<file path="config.mk">
export PLATFORM = sky130hd
export DESIGN_NAME = led_blink_decoder
export DESIGN_NICKNAME = d
export VERILOG_FILES = /design/src/rtl/led_blink_decoder.sv
export SDC_FILE = /design/constraint.sdc
export NUM_CORES = 1
export LEC_CHECK = 0
export CORE_AREA = 3 3 80 63
export DETAILED_ROUTE_END_ITERATION = 8
export DIE_AREA = 0 0 83 66
export GPL_ROUTABILITY_DRIVEN = 0
export GPL_TIMING_DRIVEN = 0
export PLACE_DENSITY_LB_ADDON = 0.05
export SYNTH_ARGS = -nofsm -noshare
export SYNTH_HDL_FRONTEND = slang
export SYNTH_SLANG_ARGS = --single-unit
</file>
<file path="constraint.sdc">
create_clock -name clock_in -period 4.4 [get_ports clock_in]
set_input_delay 0.88 -clock clock_in [delete_from_list [all_inputs] [get_ports clock_in]]
set_output_delay 0.88 -clock clock_in [all_outputs]
set_load 0.05 [all_outputs]
</file>
<file path="src/rtl/led_blink_decoder.sv">
// led_blink_decoder: receive end of the Fibonacci LED blink link.
// Counts qualified high pulses on led_in; a long low gap closes the burst
// and presents the count on count_out with a one-cycle valid_out strobe.
// Optional: define LED_DEC_GLITCH_FILTER_EN to add a 4-cycle debounce
// filter after the synchronizer (input latency becomes 6 cycles).
module led_blink_decoder #(
  parameter int unsigned COUNT_WIDTH = 4,
  parameter int unsigned TIMER_WIDTH = 14,
  parameter int unsigned MIN_PULSE   = 800,
  parameter int unsigned MAX_PULSE   = 3200,
  parameter int unsigned GAP_CYCLES  = 4000
) (
  input  logic                   clock_in,
  input  logic                   reset_in,
  input  logic                   led_in,
  output logic [COUNT_WIDTH-1:0] count_out,
  output logic                   valid_out,
  output logic                   error_out,
  output logic                   busy_out
);

  typedef enum logic [1:0] {S_IDLE, S_HIGH, S_LOW, S_ERR} state_e;

  localparam logic [TIMER_WIDTH-1:0] TIMER_MAX = {TIMER_WIDTH{1'b1}};
  localparam logic [TIMER_WIDTH-1:0] MIN_T     = TIMER_WIDTH'(MIN_PULSE);
  localparam logic [TIMER_WIDTH-1:0] MAX_T     = TIMER_WIDTH'(MAX_PULSE);
  localparam logic [TIMER_WIDTH-1:0] GAP_T     = TIMER_WIDTH'(GAP_CYCLES);
  localparam logic [COUNT_WIDTH-1:0] COUNT_MAX = {COUNT_WIDTH{1'b1}};

  logic                   sync1_q, sync1_d, sync2_q, sync2_d;
  logic                   led_s;
  state_e                 state_q, state_d;
  logic [TIMER_WIDTH-1:0] timer_q, timer_d, timer_inc;
  logic [COUNT_WIDTH-1:0] blink_q, blink_d;
  logic [COUNT_WIDTH-1:0] count_q, count_d;
  logic                   valid_q, valid_d;
  logic                   error_q, error_d;
  logic                   busy_q, busy_d;

  // Two-flop synchronizer next values
  always_comb begin
    sync1_d = led_in;
    sync2_d = sync1_q;
  end

  // Synchronizer flops
  always_ff @(posedge clock_in or negedge reset_in) begin
    if (!reset_in) begin
      sync1_q <= 1'b0;
      sync2_q <= 1'b0;
    end else begin
      sync1_q <= sync1_d;
      sync2_q <= sync2_d;
    end
  end

`ifdef LED_DEC_GLITCH_FILTER_EN
  logic       filt_q, filt_d;
  logic [1:0] fcnt_q, fcnt_d;

  // Debounce: follow the synchronized input only after 4 consecutive differing samples
  always_comb begin
    filt_d = filt_q;
    fcnt_d = 2'd0;
    if (sync2_q != filt_q) begin
      if (fcnt_q == 2'd3) begin
        filt_d = sync2_q;
      end else begin
        fcnt_d = fcnt_q + 2'd1;
      end
    end
  end

  // Debounce filter flops
  always_ff @(posedge clock_in or negedge reset_in) begin
    if (!reset_in) begin
      filt_q <= 1'b0;
      fcnt_q <= 2'd0;
    end else begin
      filt_q <= filt_d;
      fcnt_q <= fcnt_d;
    end
  end

  assign led_s = filt_q;
`else
  assign led_s = sync2_q;
`endif

  // Saturating timer increment
  assign timer_inc = (timer_q == TIMER_MAX) ? timer_q : timer_q + TIMER_WIDTH'(1);

  // FSM state register
  always_ff @(posedge clock_in or negedge reset_in) begin
    if (!reset_in) begin
      state_q <= S_IDLE;
    end else begin
      state_q <= state_d;
    end
  end

  // FSM next-state logic
  always_comb begin
    state_d = state_q;
    unique case (state_q)
      S_IDLE: if (led_s) state_d = S_HIGH;
      S_HIGH: begin
        if (led_s) begin
          if (timer_inc > MAX_T) state_d = S_ERR;
        end else if (timer_q >= MIN_T && blink_q == COUNT_MAX) begin
          state_d = S_ERR;
        end else begin
          state_d = S_LOW;
        end
      end
      S_LOW: begin
        if (led_s) state_d = S_HIGH;
        else if (timer_inc >= GAP_T) state_d = S_IDLE;
      end
      S_ERR: if (!led_s && timer_inc >= GAP_T) state_d = S_IDLE;
      default: state_d = S_IDLE;
    endcase
  end

  // Datapath and registered-output next values
  always_comb begin
    timer_d = '0;
    blink_d = blink_q;
    count_d = count_q;
    valid_d = 1'b0;
    error_d = 1'b0;
    busy_d  = (state_d == S_HIGH) || (state_d == S_LOW);
    if (state_d != state_q) begin
      timer_d = (state_d == S_HIGH) ? TIMER_WIDTH'(1) : '0;
    end else if (state_q == S_HIGH || state_q == S_LOW) begin
      timer_d = timer_inc;
    end else if (state_q == S_ERR && !led_s) begin
      timer_d = timer_inc;
    end
    if (state_q == S_IDLE && state_d == S_HIGH) begin
      blink_d = '0;
    end
    if (state_q == S_HIGH && state_d == S_LOW && timer_q >= MIN_T) begin
      blink_d = blink_q + COUNT_WIDTH'(1);
    end
    if (state_d == S_ERR) begin
      blink_d = '0;
    end
    if (state_q == S_HIGH && state_d == S_ERR) begin
      error_d = 1'b1;
    end
    if (state_q == S_LOW && state_d == S_IDLE && blink_q != '0) begin
      valid_d = 1'b1;
      count_d = blink_q;
    end
  end

  // Datapath and output flops
  always_ff @(posedge clock_in or negedge reset_in) begin
    if (!reset_in) begin
      timer_q <= '0;
      blink_q <= '0;
      count_q <= '0;
      valid_q <= 1'b0;
      error_q <= 1'b0;
      busy_q  <= 1'b0;
    end else begin
      timer_q <= timer_d;
      blink_q <= blink_d;
      count_q <= count_d;
      valid_q <= valid_d;
      error_q <= error_d;
      busy_q  <= busy_d;
    end
  end

  assign count_out = count_q;
  assign valid_out = valid_q;
  assign error_out = error_q;
  assign busy_out  = busy_q;

endmodule
</file>
==> impl_results.rst <==
.. list-table::
   :header-rows: 1

   * - Metric
     - Value
   * - Min-delay worst type
     - reg2reg
   * - Most frequently used cell type in the post-synthesis netlist
     - sky130_fd_sc_hd__dfrtp_1
   * - Most frequently used flop master after synthesis
     - sky130_fd_sc_hd__dfrtp_1
   * - Ports
     - 10
   * - Clock group share of total power
     - just over 20%
   * - Total of fill cells in the finished design
     - 426
   * - Effective utilization at floorplan
     - a little over two fifths
   * - Synth-to-layout area growth
     - 12.70%
   * - Number of enable flip-flop cells after synthesis
     - 0
   * - Post-route minimum period
     - around 3.7 ns
   * - Sequential fraction of the synthesis area
     - a little under two fifths
   * - Data required time at the worst endpoint
     - between 4 and 5 ns
   * - Clock sink count
     - 29
   * - Row count
     - 21
   * - Kind of capture point of the worst setup path
     - flip-flop
   * - Setup repair after global routing missed its margin
     - false
   * - Highest Clock Rate
     - around 0.27 GHz
   * - Die Outline Area
     - roughly 5500 um^2
   * - Number of global-route vias before repair
     - 1,615
   * - Total via count after detailed routing
     - 1,696
   * - Count of maximum capacitance violations
     - 0
   * - Post-layout nets
     - 241
   * - Top cells by count, synth
     - 29 x sky130_fd_sc_hd__dfrtp_1, 21 x sky130_fd_sc_hd__nor2_1, 15 x sky130_fd_sc_hd__nand2_1
   * - Routed vias/inst
     - 5.993
   * - Count of antenna-violating nets left after detailed routing
     - 0
   * - # DRC
     - 0
   * - Actual slew at the worst max-slew pin
     - between 0.6 and 0.7 ns
   * - Crit Path Max Fanout
     - 7
   * - Worst-skew pair later-pin latency
     - between 0.2 and 0.3 ns
   * - Number of unique standard cell types used by synthesis
     - 56
   * - Total internal power
     - slightly above 0.0006 W
   * - Switching power
     - approximately 0.00048 W
   * - Average wire length per cell after detail routing
     - approximately 16 um
   * - I/O Buffers
     - 9
   * - Antenna violations before repair
     - 0
   * - Die X
     - 83 um
   * - Wirelength, routed
     - approximately 4.5 mm
   * - Total Negative Setup Slacks
     - 0 ns
   * - Share of flip-flops with an asynchronous set or reset
     - 100.0%
   * - Fraction of layout cells with a size suffix above 1
     - between 10% and 20%
   * - Post-Syn Area
     - between 1500 and 2000 um^2
   * - Final Max Slew Viols
     - 0
   * - Overflow after GRT
     - 0
   * - Antenna Cells
     - 0
   * - # setup viols final
     - 0
   * - Total of hold buffers inserted after clock tree synthesis
     - 0
   * - Combinational share of power
     - a little under 50%
   * - Critical path start-end classification
     - reg2reg
   * - Worst slew margin relative to its limit
     - between 50 and 60%
   * - Mean instance size in the synthesized netlist
     - 9.148 um^2
   * - Power density over the cells
     - 502.5 nW/um^2
   * - Deepest level of the CTS H-tree
     - 2
   * - Worst-case clock skew
     - approximately 0.0026 ns
   * - Leakage component of the power
     - about 0.95 nW
   * - Vertical die dimension
     - around 66 um
   * - Switching fraction of total power
     - 44.00%
   * - Util after Layout
     - 49.40%
   * - Master cell of the clock root buffer
     - sky130_fd_sc_hd__clkbuf_8
   * - Critical path launch point type
     - flip-flop
   * - Synth Register Bits
     - 29
   * - CTS tree
     - yes
   * - Ys Warns
     - 0
   * - Post-synthesis net count
     - approximately 230
   * - Final worst path period share
     - between 80 and 90%
   * - Largest vdd supply drop
     - approximately 0.26 mV
   * - Synthesized netlist cell count
     - about 210
   * - Share of the synthesized area in the top cell type
     - 37.96%
   * - Maximum number of pins on one net before global-route repair
     - 30
   * - Placed wire-length estimate after detailed placement
     - roughly 3.3 mm
   * - Leading area contributor after synthesis
     - sky130_fd_sc_hd__dfrtp_1
   * - Detailed router's first-iteration violation count
     - between 100 and 150
   * - Setup repair bufs after CTS
     - 0
   * - Total global-route track usage
     - a little under a fifth
   * - Outcome
     - finished, final reports clean
   * - Number of buffers created by CTS
     - 5
   * - Maximum clock insertion buffer count
     - 2
   * - Global-route wire length before repair
     - 7.831 mm
   * - Quantity of gates resized following cts
     - 0
   * - Final hold vios
     - 0
   * - First drt pass iteration count
     - 5
   * - Part of the power in registers
     - between 30% and 40%
   * - Biggest area contributors in the synthesized netlist
     - sky130_fd_sc_hd__dfrtp_1 38%, sky130_fd_sc_hd__ha_1 8.5%, sky130_fd_sc_hd__nor2_1 4.1%
   * - Area of the placeable core
     - about 4400 um^2
   * - Data arrival time at the worst-slack endpoint
     - roughly 3.9 ns
   * - Post-CTS clock slew at the launch and capture registers of the worst setup and hold paths
     - about 0.070 ns
-- sequential cells by signal, indices dropped and copies added (netlist names) --
| signal | count |
|---|---|
| timer_q | 14 |
| led_s | 1 |
| count_out | 4 |
| busy_out | 1 |
| blink_q | 4 |
| state_q | 2 |
| error_out | 1 |
| sync1_q | 1 |
| valid_out | 1 |
-- layout by cell type (no fill, tap or decap), types with 3 or more instances in the layout --
cell type	instances
sky130_fd_sc_hd__dfrtp_1	29
sky130_fd_sc_hd__nor2_1	21
sky130_fd_sc_hd__nand2_1	15
sky130_fd_sc_hd__a21oi_1	13
sky130_fd_sc_hd__ha_1	13
sky130_fd_sc_hd__inv_1	12
sky130_fd_sc_hd__nand3_1	12
sky130_fd_sc_hd__o21ai_0	12
sky130_fd_sc_hd__clkdlybuf4s50_1	8
sky130_fd_sc_hd__nor3_1	7
sky130_fd_sc_hd__clkbuf_8	5
sky130_fd_sc_hd__o31ai_1	4
sky130_fd_sc_hd__or2_2	4
sky130_fd_sc_hd__a31o_2	3
sky130_fd_sc_hd__and3_1	3
sky130_fd_sc_hd__a31oi_1	3
sky130_fd_sc_hd__and2_1	3
sky130_fd_sc_hd__a32o_1	3
sky130_fd_sc_hd__a22o_1	3
-- cell type report --
class | count | area (um^2) | share of cell area, %
Multi-Input combinational cell | 163 | 1114 | 51.68
Sequential cell | 29 | 725.7 | 33.68
Timing Repair Buffer | 9 | 85.08 | 3.949
Tap cell | 57 | 71.32 | 3.310
Clock buffer | 5 | 68.82 | 3.194
Inverter | 12 | 45.04 | 2.091
Buffer | 5 | 27.53 | 1.278
Clock inverter | 3 | 17.52 | 0.8130
-- worst max-delay path, cell delays in order (launching register included) --
cell	delay, ns
sky130_fd_sc_hd__dfrtp_1	0.44
sky130_fd_sc_hd__ha_1	0.34
sky130_fd_sc_hd__nand3_2	0.23
sky130_fd_sc_hd__nor4_1	0.54
sky130_fd_sc_hd__o21ai_1	0.17
sky130_fd_sc_hd__a41oi_1	0.24
sky130_fd_sc_hd__o21ai_0	0.15
sky130_fd_sc_hd__a32o_1	0.32
sky130_fd_sc_hd__a32oi_1	0.32
sky130_fd_sc_hd__ha_1	0.26
sky130_fd_sc_hd__a21oi_1	0.08
sky130_fd_sc_hd__and2_1	0.19
sky130_fd_sc_hd__a21o_1	0.16
sky130_fd_sc_hd__nand2_1	0.06
sky130_fd_sc_hd__o31ai_1	0.06
-- logic make-up after synthesis --
logic type,synth area share (%)
AOI/OAI and AO/OA,23.37
DFF,37.96
muxes,2.814
adders and majority gates,8.508
xor gates and xnor gates,1.375
buffers and inverters,3.795
and+or+nand+nor,22.19
-- final timing paths --
kind,startpoint,endpoint,slack (ns),depth (start not counted)
worst max-delay path,timer_q[1]$_DFF_PN0_,blink_q[3]$_DFFE_PN0P_,0.73,14
worst min-delay path,sync1_q$_DFF_PN0_,led_s$_DFF_PN0_,0.35,0
worst max register to register,timer_q[1]$_DFF_PN0_,blink_q[3]$_DFFE_PN0P_,0.73,14
worst min register to register,sync1_q$_DFF_PN0_,led_s$_DFF_PN0_,0.35,0
max in group asynchronous,reset_in,state_q[1]$_DFF_PN0_,3.35,1
min in group asynchronous,reset_in,timer_q[3]$_DFF_PN0_,0.62,1
-- layer usage --
| layer | track usage [%] | wire length [um] | part of all wire [%] | vias up |
|---|---|---|---|---|
| met5 | 0 | 0 | 0 | - |
| met2 | 26.20 | 1900 | 42 | 44 |
| met4 | 7.347 | 57 | 1.3 | 0 |
| met1 | 25.98 | 2332 | 52 | 840 |
| li1 | - | - | - | 805 |
| met3 | 4.110 | 238 | 5.3 | 7 |
-- through the flow --
| stage | hold WS (ns) | power [W] | instance area, um^2 | setup slack, ns | instances |
|---|---|---|---|---|---|
| 2_1_floorplan | 0.3312 | 0.0007196 | 1912 | 1.409 | 209 |
| 3_3_place_gp | 0.3373 | 0.0008483 | 2073 | 0.7608 | 275 |
| 3_5_place_dp | 0.3389 | 0.0008599 | 2073 | 0.8177 | 275 |
| 4_1_cts | 0.3539 | 0.001081 | 2160 | 0.7867 | 283 |
| 5_1_grt | 0.3709 | 0.001165 | 2155 | 0.3672 | 283 |
| 6_report | 0.3514 | 0.001083 | 2155 | 0.7260 | 283 |
-- power groups by stage --
stage / registers, W / logic [W] / clock network [W]
after floorplan: 0.000350 / 0.000370 / 0
after global placement: 0.000333 / 0.000516 / 0
after detailed placement: 0.000336 / 0.000524 / 0
after CTS: 0.000331 / 0.000527 / 0.000223
after global routing: 0.000337 / 0.000588 / 0.000241
final: 0.000332 / 0.000531 / 0.000220
Note: power is estimated with default switching activity, not from simulation.
